$ cat src/rtl/cpu_pkg.sv
// Shared types and Hack ISA field positions for the CPU control sequencer.
package cpu_pkg;

    localparam int unsigned ADDR_W  = 15;
    localparam int unsigned WORD_W  = 16;

    localparam int unsigned OPC     = 15;
    localparam int unsigned DEST_A  = 5;
    localparam int unsigned DEST_D  = 4;
    localparam int unsigned DEST_M  = 3;
    localparam int unsigned JMP_LSB = 0;

    typedef enum logic [2:0] {
        FETCH,
        EXEC,
        MWRITE,
        UPDATE,
        HALT
    } state_e;

endpackage

$ cat src/rtl/cpu_sequencer_if.sv
// ROM / RAM / datapath signals seen by the sequencer (master) and its environment (slave).
interface cpu_sequencer_if;
    import cpu_pkg::*;

    logic              rom_req;
    logic [ADDR_W-1:0] rom_addr;
    logic              rom_valid;
    logic [WORD_W-1:0] rom_data;
    logic [WORD_W-1:0] instr;
    logic [WORD_W-1:0] a_val;
    logic              zr;
    logic              ng;
    logic              a_load;
    logic              d_load;
    logic              ram_we;
    logic              ram_ready;
    logic [ADDR_W-1:0] pc;
    logic              halted;

    modport master (
        output rom_req, rom_addr, instr, a_load, d_load, ram_we, pc, halted,
        input  rom_valid, rom_data, a_val, zr, ng, ram_ready
    );

    modport slave (
        input  rom_req, rom_addr, instr, a_load, d_load, ram_we, pc, halted,
        output rom_valid, rom_data, a_val, zr, ng, ram_ready
    );

endinterface

$ cat src/rtl/jump_cond.sv
// Hack jump-condition decode: j1j2j3 against the ALU zero/negative flags.
module jump_cond (
    input  logic       opcode,
    input  logic [2:0] j,
    input  logic       zr,
    input  logic       ng,
    output logic       take
);

    always_comb begin
        take = 1'b0;
        if (opcode) begin
            unique case (j)
                3'b000:  take = 1'b0;
                3'b001:  take = !ng && !zr;
                3'b010:  take = zr;
                3'b011:  take = !ng;
                3'b100:  take = ng;
                3'b101:  take = !zr;
                3'b110:  take = zr || ng;
                3'b111:  take = 1'b1;
                default: take = 1'b0;
            endcase
        end
    end

endmodule

$ cat src/rtl/cpu_sequencer.sv
// Multi-cycle Hack control sequencer: fetch, execute strobes, optional M write, PC update.
module cpu_sequencer
    import cpu_pkg::*;
(
    input  logic              clk,
    input  logic              rst,
    cpu_sequencer_if.master   bus
);

    localparam logic [ADDR_W-1:0] PC_ONE = ADDR_W'(1);

    state_e            state_q;
    logic [ADDR_W-1:0] pc_q;
    logic [WORD_W-1:0] instr_q;
    logic              take_q;
    logic [ADDR_W-1:0] tgt_q;
    logic              halted_q;
    logic              take_d;
    logic              unused_a_msb;

    assign unused_a_msb = bus.a_val[WORD_W-1];

    jump_cond u_jump_cond (
        .opcode (instr_q[OPC]),
        .j      (instr_q[JMP_LSB +: 3]),
        .zr     (bus.zr),
        .ng     (bus.ng),
        .take   (take_d)
    );

    always_ff @(posedge clk) begin
        if (rst) begin
            state_q  <= FETCH;
            pc_q     <= '0;
            instr_q  <= '0;
            take_q   <= 1'b0;
            tgt_q    <= '0;
            halted_q <= 1'b0;
        end else begin
            unique case (state_q)
                FETCH: begin
                    if (bus.rom_valid) begin
                        instr_q <= bus.rom_data;
                        state_q <= EXEC;
                    end
                end
                EXEC: begin
                    // jump_cond already yields 0 for A-instructions
                    take_q <= take_d;
                    if (instr_q[OPC]) begin
                        tgt_q   <= bus.a_val[ADDR_W-1:0];
                        state_q <= instr_q[DEST_M] ? MWRITE : UPDATE;
                    end else begin
                        state_q <= UPDATE;
                    end
                end
                MWRITE: begin
                    if (bus.ram_ready) begin
                        state_q <= UPDATE;
                    end
                end
                UPDATE: begin
                    pc_q <= take_q ? tgt_q : pc_q + PC_ONE;
                    // unconditional jump onto the previous word is the (END) self-loop
                    if (take_q && (instr_q[JMP_LSB +: 3] == 3'b111) && (tgt_q == pc_q - PC_ONE)) begin
                        state_q  <= HALT;
                        halted_q <= 1'b1;
                    end else begin
                        state_q <= FETCH;
                    end
                end
                HALT: begin
                    state_q <= HALT;
                end
                default: state_q <= FETCH;
            endcase
        end
    end

    assign bus.rom_req  = (state_q == FETCH);
    assign bus.rom_addr = pc_q;
    assign bus.instr    = instr_q;
    assign bus.a_load   = (state_q == EXEC) && (!instr_q[OPC] || instr_q[DEST_A]);
    assign bus.d_load   = (state_q == EXEC) && instr_q[OPC] && instr_q[DEST_D];
    assign bus.ram_we   = (state_q == MWRITE);
    assign bus.pc       = pc_q;
    assign bus.halted   = halted_q;

endmodule
$ cat src/flat_wrapper.sv
// flat-port wrapper written by rule: the top's interface ports become plain ports
module cpu_sequencer_flat import cpu_pkg::*;
  (clk, rst, bus_rom_req, bus_rom_addr, bus_instr, bus_a_load, bus_d_load, bus_ram_we, bus_pc, bus_halted, bus_rom_valid, bus_rom_data, bus_a_val, bus_zr, bus_ng, bus_ram_ready);
  cpu_sequencer_if bus_i ();
  input  logic clk;
  input  logic rst;
  output wire logic [$bits(bus_i.rom_req)-1:0] bus_rom_req;
  output wire logic [$bits(bus_i.rom_addr)-1:0] bus_rom_addr;
  output wire logic [$bits(bus_i.instr)-1:0] bus_instr;
  output wire logic [$bits(bus_i.a_load)-1:0] bus_a_load;
  output wire logic [$bits(bus_i.d_load)-1:0] bus_d_load;
  output wire logic [$bits(bus_i.ram_we)-1:0] bus_ram_we;
  output wire logic [$bits(bus_i.pc)-1:0] bus_pc;
  output wire logic [$bits(bus_i.halted)-1:0] bus_halted;
  input wire logic [$bits(bus_i.rom_valid)-1:0] bus_rom_valid;
  input wire logic [$bits(bus_i.rom_data)-1:0] bus_rom_data;
  input wire logic [$bits(bus_i.a_val)-1:0] bus_a_val;
  input wire logic [$bits(bus_i.zr)-1:0] bus_zr;
  input wire logic [$bits(bus_i.ng)-1:0] bus_ng;
  input wire logic [$bits(bus_i.ram_ready)-1:0] bus_ram_ready;
  assign bus_rom_req = bus_i.rom_req;
  assign bus_rom_addr = bus_i.rom_addr;
  assign bus_instr = bus_i.instr;
  assign bus_a_load = bus_i.a_load;
  assign bus_d_load = bus_i.d_load;
  assign bus_ram_we = bus_i.ram_we;
  assign bus_pc = bus_i.pc;
  assign bus_halted = bus_i.halted;
  assign bus_i.rom_valid = bus_rom_valid;
  assign bus_i.rom_data = bus_rom_data;
  assign bus_i.a_val = bus_a_val;
  assign bus_i.zr = bus_zr;
  assign bus_i.ng = bus_ng;
  assign bus_i.ram_ready = bus_ram_ready;
  cpu_sequencer u_core (.clk(clk), .rst(rst), .bus(bus_i));
endmodule
$ cat config.mk
export PLATFORM = sky130hd
export DESIGN_NAME = cpu_sequencer_flat
export DESIGN_NICKNAME = d
export VERILOG_FILES = /design/src/rtl/cpu_pkg.sv /design/src/rtl/cpu_sequencer_if.sv /design/src/rtl/jump_cond.sv /design/src/rtl/cpu_sequencer.sv /design/src/flat_wrapper.sv
export SDC_FILE = /design/constraint.sdc
export NUM_CORES = 1
export LEC_CHECK = 0
export ABC_CLOCK_PERIOD_IN_PS = 3000
export CAP_MARGIN = 5
export CORE_AREA = 2 2 73 93
export CTS_CLUSTER_SIZE = 10
export DETAILED_ROUTE_END_ITERATION = 7
export DIE_AREA = 0 0 75 95
export PLACE_DENSITY = 0.79
export RECOVER_POWER = 100
export SYNTH_ARGS = -nofsm -noshare
export SYNTH_HDL_FRONTEND = slang
export SYNTH_SLANG_ARGS = --single-unit
$ cat constraint.sdc
create_clock -name clk -period 3 [get_ports clk]
set_input_delay 0.6 -clock clk [delete_from_list [all_inputs] [get_ports clk]]
set_output_delay 0.6 -clock clk [all_outputs]
set_load 0.05 [all_outputs]
Yosys cells after proc, flatten, opt, wreduce, memory -nomap -nowiden
Cells that the tools add are included.
{"block": "totals", "inputBits": 38, "reg_bits": 51}
{"block": "op_classes", "addsub": 2, "n_reduce_logical": 17, "mux": 9, "n_eq_ne": 14}
{"cell": "15-bit by 1-bit adder with 15-bit output, second input constant", "n": 1}
{"cell": "15-bit == test", "n": 1}
{"cell": "3-bit == test, second input constant", "n": 5}
{"cell": "15-bit 2-to-1 mux", "n": 1}
{"cell": "3-bit one-hot mux with 5 select lines", "n": 1}
{"cell": "15-bit by 1-bit subtractor with 15-bit output, second input constant", "n": 1}
{"cell": "3-bit by 2-bit == test with 1-bit output, second input constant", "n": 4}
{"cell": "3-bit 2-to-1 mux", "n": 4}
{"cell": "1-bit one-hot mux with 8 select lines", "n": 1}
{"cell": "2-bit AND reduction", "n": 4}
{"cell": "3-bit by 1-bit == test with 1-bit output, second input constant", "n": 2}
{"cell": "1-bit logical AND", "n": 6}
{"cell": "3-bit logical NOT", "n": 2}
{"cell": "2-bit by 1-bit != test with 1-bit output, second input constant", "n": 2}
{"cell": "1-bit logical NOT", "n": 3}
{"cell": "1-bit logical OR", "n": 2}
{"cell": "1-bit 2-to-1 mux", "n": 2}

Depth between registers and ports, before layout
{"block": "depth", "depth_word": 5, "depth_mapped": 10}

Cells and area by module
A second synthesis with hierarchy kept.
{"block": "hier_totals", "hier_cells": 400, "hier_area_um2": 2977.9}
{"mod": "cpu_sequencer", "seq_area_each_um2": 1021.0, "instances": 1, "cells_each": 394, "area_per_inst_um2": 2942.8}
{"mod": "jump_cond", "seq_area_each_um2": 0.0, "instances": 1, "cells_each": 6, "area_per_inst_um2": 35.0}

Worst setup path before layout
Ideal clock, no wire load.
{"block": "synth_path", "path_kind": "reg2reg", "start": "register u_core.pc_q[0] (netlist: u_core.bus.pc[0])", "end": "register u_core.state_q[2]", "synth_period_minus_slack_ps": 2868, "t_arrival_ps": 2767, "setup_ps": 101, "path_stages_with_launch": 11, "slack_ps": 132, "n_path_buf": 2, "required_time_ps": 2899, "cell_sequence": "dfxtp_1 clkbuf_1 inv_1 ha_1 or4b_1 buf_2 or4_1 a2111oi_0 and4_1 o2111ai_1 o41ai_1"}
{"block": "synth_between", "elab_chain_len": 5}
{"element": "start: declaration", "line_no": "cpu_sequencer.sv:13", "text": "logic [ADDR_W-1:0] pc_q;"}
{"element": "start signal: assignment", "line_no": "cpu_sequencer.sv:63", "text": "pc_q <= take_q ? tgt_q : pc_q + PC_ONE;"}
{"element": "15-bit by 1-bit subtractor with 15-bit output", "line_no": "cpu_sequencer.sv:65", "text": "if (take_q && (instr_q[JMP_LSB +: 3] == 3'b111) && (tgt_q == pc_q - PC_ONE)) begin"}
{"element": "15-bit == test", "line_no": "cpu_sequencer.sv:65"}
{"element": "1-bit logical AND", "line_no": "cpu_sequencer.sv:65"}
{"element": "3-bit 2-to-1 mux", "line_no": "cpu_sequencer.sv:65"}
{"element": "3-bit one-hot mux with 5 select lines", "line_no": "cpu_sequencer.sv:40", "text": "unique case (state_q)"}
{"element": "end signal: assignment", "line_no": "cpu_sequencer.sv:52", "text": "state_q <= instr_q[DEST_M] ? MWRITE : UPDATE;"}
{"element": "end: declaration", "line_no": "cpu_sequencer.sv:12", "text": "state_e state_q;"}
No other way between the ends.
A chain may end at the register's enable or synchronous reset.

Worst setup path after layout
{"block": "layout_path", "start": "register u_core.pc_q[0] (netlist: u_core.bus.pc[0])", "end": "register u_core.halted_q (netlist: u_core.bus.halted)"}
{"block": "layout_between", "elab_chain_len": 4}
{"element": "15-bit by 1-bit subtractor with 15-bit output", "line_no": "cpu_sequencer.sv:65"}
{"element": "15-bit == test", "line_no": "cpu_sequencer.sv:65"}
{"element": "1-bit logical AND", "line_no": "cpu_sequencer.sv:65"}
{"element": "2-bit AND reduction (no source line)"}
{"element": "end signal: assignment", "line_no": "cpu_sequencer.sv:38", "text": "halted_q <= 1'b0;"}
{"element": "end signal: assignment", "line_no": "cpu_sequencer.sv:67", "text": "halted_q <= 1'b1;"}
{"element": "end: declaration", "line_no": "cpu_sequencer.sv:17", "text": "logic halted_q;"}
No other way between the ends.

==> impl_metrics.py <==
metrics = {
    "critical_path": {
        "r2r-start": "u_core.bus.pc[0]",
        "crit_path_end_kind": "flop",
        "crit_path_cell_trace": "inv_1, ha_1, or4b_1, or4_1, a2111oi_0, and4_1, o2111ai_1, o21ai_0",
        "cpPeakStageDelay_ns": 0.60,
        "criticalPathCategory": "reg -> reg",
        "cp.arrival_ns": 2.92,
        "crit_required_ns": 3.21,
        "rrSetupSlack_ns": 0.29,
        "crit_path_max_fanout": 8,
        "r2r-end": "u_core.bus.halted",
        "worstSetupStartpointType": "flop",
        "crit_family": "simple AND/OR/NAND/NOR gates",
        "path_buf_inv": 1,
        "rr_worst_depth": 8,
        "critPathSlowestCell": "or4b_1",
    },
    "logic_synthesis": {
        "synth_top_cell_by_area": "dfxtp_1",
        "ys_warn_count": 0,
        "synth_most_common_cell": "nand2_1",
        "synth_edf_count": 0,
        "syn_area_per_cell_sq_um": 7.360,
        "synth-seq-cells": 51,
        "synth_cell_types": 49,
        "yosys-top-cells-area": "dfxtp_1, nand2_1, a21oi_1, buf_4, clkbuf_1",
        "synth_cells": 390,
        "synth_seq_area_share_pct": 35.57,
        "ys.flop_type": "dfxtp_1",
        "synth_top_area_share_pct": 35.57,
        "synth_nets": 430,
        "syn_area_sq_um": 2870,
        "synth_commonest_cells": "nand2_1, a21oi_1, dfxtp_1",
        "ys_async_sr_fraction_pct": 0,
    },
    "timing": {
        "holdWs_ns": 0.4544,
        "final-setup-viol-count": 0,
        "hold_viol": 0,
        "grt_setup_unrepaired": "false",
        "report.final.slew_viol_count": 0,
        "final.period_utilization_pct": 90.24,
        "slew_headroom_pct": 28.81,
        "fmax_mhz": 369.4,
        "tightest_slew_ns": 1.068,
        "skew_ns": 0.007705,
        "fin_setup_tns_ns": 0,
        "min_period_ns": 2.707,
    },
    "clocking": {
        "hold_buffers": 0,
        "cts_tree": "yes",
        "cts.sinks": 51,
        "clk_latency_ns": 0.30,
        "ctsResizeCount": 0,
        "clkSlewWorstSetupHoldPaths_ns": 0.09,
        "clockBufferDepth": 2,
        "h-tree-depth": 2,
        "postCtsSetupBuffers": 0,
        "cts-buffers-inserted": 5,
        "cts_root_buf": "clkbuf_8",
    },
    "die": {
        "die_h_microns": 95,
        "rows": 33,
        "start_util_pct": 45.43,
        "die_area_sq_um": 7125,
        "core_sq_um": 6317,
        "die_x_microns": 75,
        "num_io_pins": 89,
    },
    "grt": {
        "grt.overflow.total": 0,
        "grt_first_pass_wirelength_microns": 12460,
        "grt_max_degree": 52,
        "grt_pass1_vias": 2806,
        "grt_use_total_pct": 22.22,
        "antenna_found_initial": 0,
    },
    "drt": {
        "via_count": 2962,
        "wl_per_cell_microns": 14.29,
        "ant_nets": 0,
        "routed_wl_microns": 7629,
        "drc": 0,
        "drt-pass1-iter-count": 4,
        "post_drt_via_cell_ratio": 5.547,
        "drt_iter0_drc": 178,
    },
    "hold_path": {
        "hold_depth": 2,
        "min_path_type": "reg -> reg",
        "worst_hold_path.endpoint": "u_core.bus.instr[6]",
        "hp-start": "u_core.bus.instr[6]",
    },
    "power": {
        "irDropWorstVdd_mv": 0.2995,
        "combinationalPowerShare_pct": 25.3,
        "p_leak_nw": 1.460,
        "p_sw_uw": 505.0,
        "p_clk_share_pct": 26.9,
        "power_density_nw_per_um2": 412.0,
        "p_int_mw": 1.044,
        "swShare_pct": 32.61,
        "pwr-share-seq_pct": 47.8,
    },
    "cells_and_area": {
        "nets": 486,
        "area_growth_pct": 30.95,
        "drive_above_1_share_pct": 3.803,
        "antennaDiodeCount": 0,
        "post-route-util_pct": 59.50,
        "fill_cells": 568,
    },
    "place": {
        "dp_hpwl_microns": 5402,
        "gp_congestion": 0.8736,
        "port_buffers": 87,
    },
    "status": {
        "status": "completed",
    },
    "run": {
        "cap_violations": 0,
    },
}
[placed cells by master, fill, tap and decap left out, types with 4 or more instances in the layout]
cell / n
nand2_1: 76
a21oi_1: 51
dlygate4sd3_1: 51
dfxtp_1: 51
clkdlybuf4s50_1: 35
nor2_1: 23
inv_1: 12
xnor2_1: 12
o21ai_0: 12
nor3_1: 11
a211oi_1: 8
nand4_1: 8
buf_4: 8
nand3_1: 7
a22oi_1: 6
clkbuf_8: 6
and3_1: 5
o22ai_1: 5
or3_1: 5
xor2_1: 4
or4_1: 4
[power by group through the flow]
stage	clock network (mW)	logic, mW	registers [mW]
2_1_floorplan	0	0.205	0.815
3_3_place_gp	0	0.398	0.755
3_5_place_dp	0	0.403	0.757
4_1_cts	0.425	0.406	0.742
5_1_grt	0.452	0.423	0.746
6_report	0.416	0.392	0.741
[registers in the layout, summed over array words and instances, names as in the netlist]
register / count
u_core.bus.instr: 16
u_core.state_q: 3
u_core.bus.pc: 15
u_core.take_q: 1
u_core.bus.halted: 1
u_core.tgt_q: 15
[logic make-up (layout without fill, tap and decap cells)]
group           after synthesis  after routing  synth area share [%]
buf+inv                      59            116                 10.11
flops                        51             51                 35.57
fa+ha+maj                     2              2                0.8717
xor+xnor                     16             16                 4.882
compound gates               99             99                 20.71
simple gates                160            160                 26.81
mux                           3              3                 1.046
[final cells by class]
cell class	count	area (sq um)	share of cell area (%)
tap	87	108.9	2.896
inverter	12	45.04	1.198
clock buffer	7	86.33	2.297
clock inverter	1	8.758	0.2330
multi-input combinational	280	1559	41.48
sequential	51	1021	27.16
timing repair buffer	96	929.6	24.73
[worst max-delay path by stage]
stage | startpoint | end | slack [ns] | cells past startpoint
2_1_floorplan | u_core.bus.pc[0] | u_core.state_q[2] | 0.13 | 10
3_3_place_gp | u_core.bus.pc[0] | u_core.state_q[2] | 0.42 | 8
3_5_place_dp | u_core.bus.pc[0] | u_core.state_q[2] | 0.35 | 8
4_1_cts | u_core.bus.pc[0] | u_core.state_q[2] | 0.32 | 8
5_1_grt | u_core.bus.pc[1] | u_core.bus.halted | 0.16 | 8
6_report | u_core.bus.pc[0] | u_core.bus.halted | 0.29 | 8
[worst min-delay path, stage by stage, from the launching register on]
cell	delay, ns
dfxtp_1	0.32
nand2_1	0.05
a21oi_1	0.05
[layer usage]
metal | vias up | GRT usage (%) | wire, microns
met2 | 102 | 38.52 | 3873
met3 | 20 | 4.909 | 427
li1 | 1459 | - | -
met4 | 0 | 9.970 | 200
met1 | 1381 | 25.46 | 3126
met5 | - | 0 | 0
[through the flow]
stage / instance area, sq um / total power [mW] / std cells / worst slack (ns)
finish: 3759 / 1.549 / 534 / 0.2928
global route: 3759 / 1.622 / 534 / 0.1612
CTS: 3765 / 1.573 / 534 / 0.3244
detailed placement: 3670 / 1.159 / 526 / 0.3539
global placement: 3670 / 1.153 / 526 / 0.4173
floorplan: 2870 / 1.021 / 390 / 0.1325
Note: power is estimated with default switching activity, not from simulation.
==> RTL change (config.mk and constraints unchanged) <==
Change the package constant `ADDR_W` from 15 to 14.
--- a/src/rtl/cpu_pkg.sv
+++ b/src/rtl/cpu_pkg.sv
@@ -2,5 +2,5 @@
 package cpu_pkg;
 
-    localparam int unsigned ADDR_W  = 15;
+    localparam int unsigned ADDR_W  = 14;
     localparam int unsigned WORD_W  = 16;
 
Interface: changed (resized bus_pc and bus_rom_addr); port bits go from 89 to 87. No check against the original RTL was run, so the function may have changed too.
==> RTL change against the original RTL <==
Sequential cell count decreased by 2. Sequential power decreased by 3.4%. Sequential share of layout area increased by 0.39 points. Register-to-register slack improved by 0.18 ns. Core utilization decreased by 3.1 points. Clock skew decreased by 0.0019 ns. Area after synthesis decreased by 4.9%. Global-route usage decreased by 1.8 points. Routed wire length decreased by 10%. Total power decreased by 3.2%. Design area decreased by 5.3%. Setup slack got worse by 0.034 ns. Critical path type is now register to primary output. Largest power group unchanged.
==> RTL change: results (changes against the original RTL) <==
CTS H-tree lvls 2 (unchanged); Worst-Skew Late Latency a little over 0.3 ns; synth top area cells dfxtp_1 36%, nand2_1 9.5%, a21oi_1 8.6%; Synth Instances 365 (-6.4%); Global Route Usage Sum 20.4% (-1.8 points); Seq/Total Area, Yosys 35.9% (+0.36 points); DR iter-0 viols 213 (+20%); Post-DP HPWL 5070 µm (-6.1%); vias after detailed routing 2686 (-9.3%); Max IR drop VDD 0.319 mV (+6.5%); Max FO, Critical Path 10 (+2); IO Port Bufs 84 (-3.4%); Final Wtd Congestion 0.903 (+3.4%); post-cts resize count 0 (unchanged); vias in the first global route 2517 (-10%); Critical Path Slowest Stage Cell dlygate4sd3_1; worst reg2reg path startpoint u_core.bus.pc[1]; DRT Pass-1 Iters 4 (unchanged); max FFs per register 16 (unchanged); Post-synth ARST share 0% (unchanged); first-pass GRT wire length 11500 µm (-7.7%); Nets 457 (-6.0%); status completed; Syn Nets 405 (-5.8%); Worst-path clk slew roughly 0.10 ns; yosys warns 0 (unchanged); static leakage 1.38 nW (-5.2%); top post-synthesis cells by count 69 x nand2_1, 49 x dfxtp_1, 47 x a21oi_1; antenna viol nets, final 0 (unchanged); Root Driver clkbuf_8; worst clock skew 0.00581 ns (-0.00190 ns); # diodes 0 (unchanged); hold_sp u_core.bus.instr[7]; Slew HR 33.6% (+4.8 points); Setup crit start u_core.state_q[1]; postcts setup bufs 0 (unchanged); critical path's largest stage delay 0.88 ns (+0.28 ns); Area after DPL 3480 µm² (-5.3%); WL/cell 13.6 µm (-4.8%); largest net degree at the start of global routing 50 (-3.8%); Netlist cell types 51 (+4.1%); Setup WS pre-CTS 0.505 ns (+0.151 ns); placed cell count 497 (-5.5%); total congestion overflow 0 (unchanged); Final Non-Filler Cells 505 (-5.4%); initial antenna violation count 0 (unchanged); Longest Clk Path Bufs 2 (unchanged); share of layout cells above drive strength 1 3.83% (+0.025 points)
[RTL change: cell count changes after synthesis, sizes merged, moves of 4 or more]
cell    before  now
a21oi       51   47
buf         18   22
clkbuf      29   22
nand2       76   69
nand4        8    3
o22ai        5    1
o31ai        3    8
xor2         4    8
[RTL change: logic make-up after synthesis]
group / Yosys count / share of synthesized area (%)
fa+ha+maj: 2 / 0.916
flops: 49 / 35.9
buf+inv: 53 / 10.0
simple gates: 146 / 25.3
compound gates: 95 / 21.2
mux: 3 / 1.10
xor+xnor: 17 / 5.45
[RTL change: per-layer routing]
layer  track usage, %  vias up  wire length, µm
li1                 -     1355                -
met1             23.2     1240             2720
met2             36.8       79             3640
met3             5.76       12              418
met4             4.61        0               85
met5                0        -                0
[RTL change: final cells by class]
cell class / count / area (µm²)
multi-input cells: 263 / 1470
repair buffers: 89 / 876
clock buffers: 6 / 72.6
flip-flops and latches: 49 / 981
inverters: 9 / 33.8
well taps: 87 / 109
fillers: 585 / 2760
clock inverters: 2 / 15.0
[RTL change: power breakdown]
| part | internal [W] | switching, W | total [W] |
|---|---|---|---|
| clock | 0.000165 | 0.000238 | 0.000402 |
| sequential | 0.000681 | 0.0000346 | 0.000716 |
| combinational | 0.000144 | 0.000236 | 0.000381 |
| total | 0.000990 | 0.000508 | 0.00150 |
[RTL change: final timing paths]
| path | endpoint | slack (ns) | cells past startpoint |
|---|---|---|---|
| worst max-delay path | bus_d_load | 0.26 | 4 |
| worst min-delay path | u_core.bus.instr[7] | 0.45 | 2 |
| worst max register to register | u_core.bus.halted | 0.47 | 8 |
| worst min register to register | u_core.bus.instr[7] | 0.45 | 2 |
[RTL change: critical path: cells and delay by family, from the launching register on]
family	cells	cell delay, ns
buffers and inverters	1	0.88
AND/OR/NAND/NOR	3	0.54
flip-flops	1	0.41
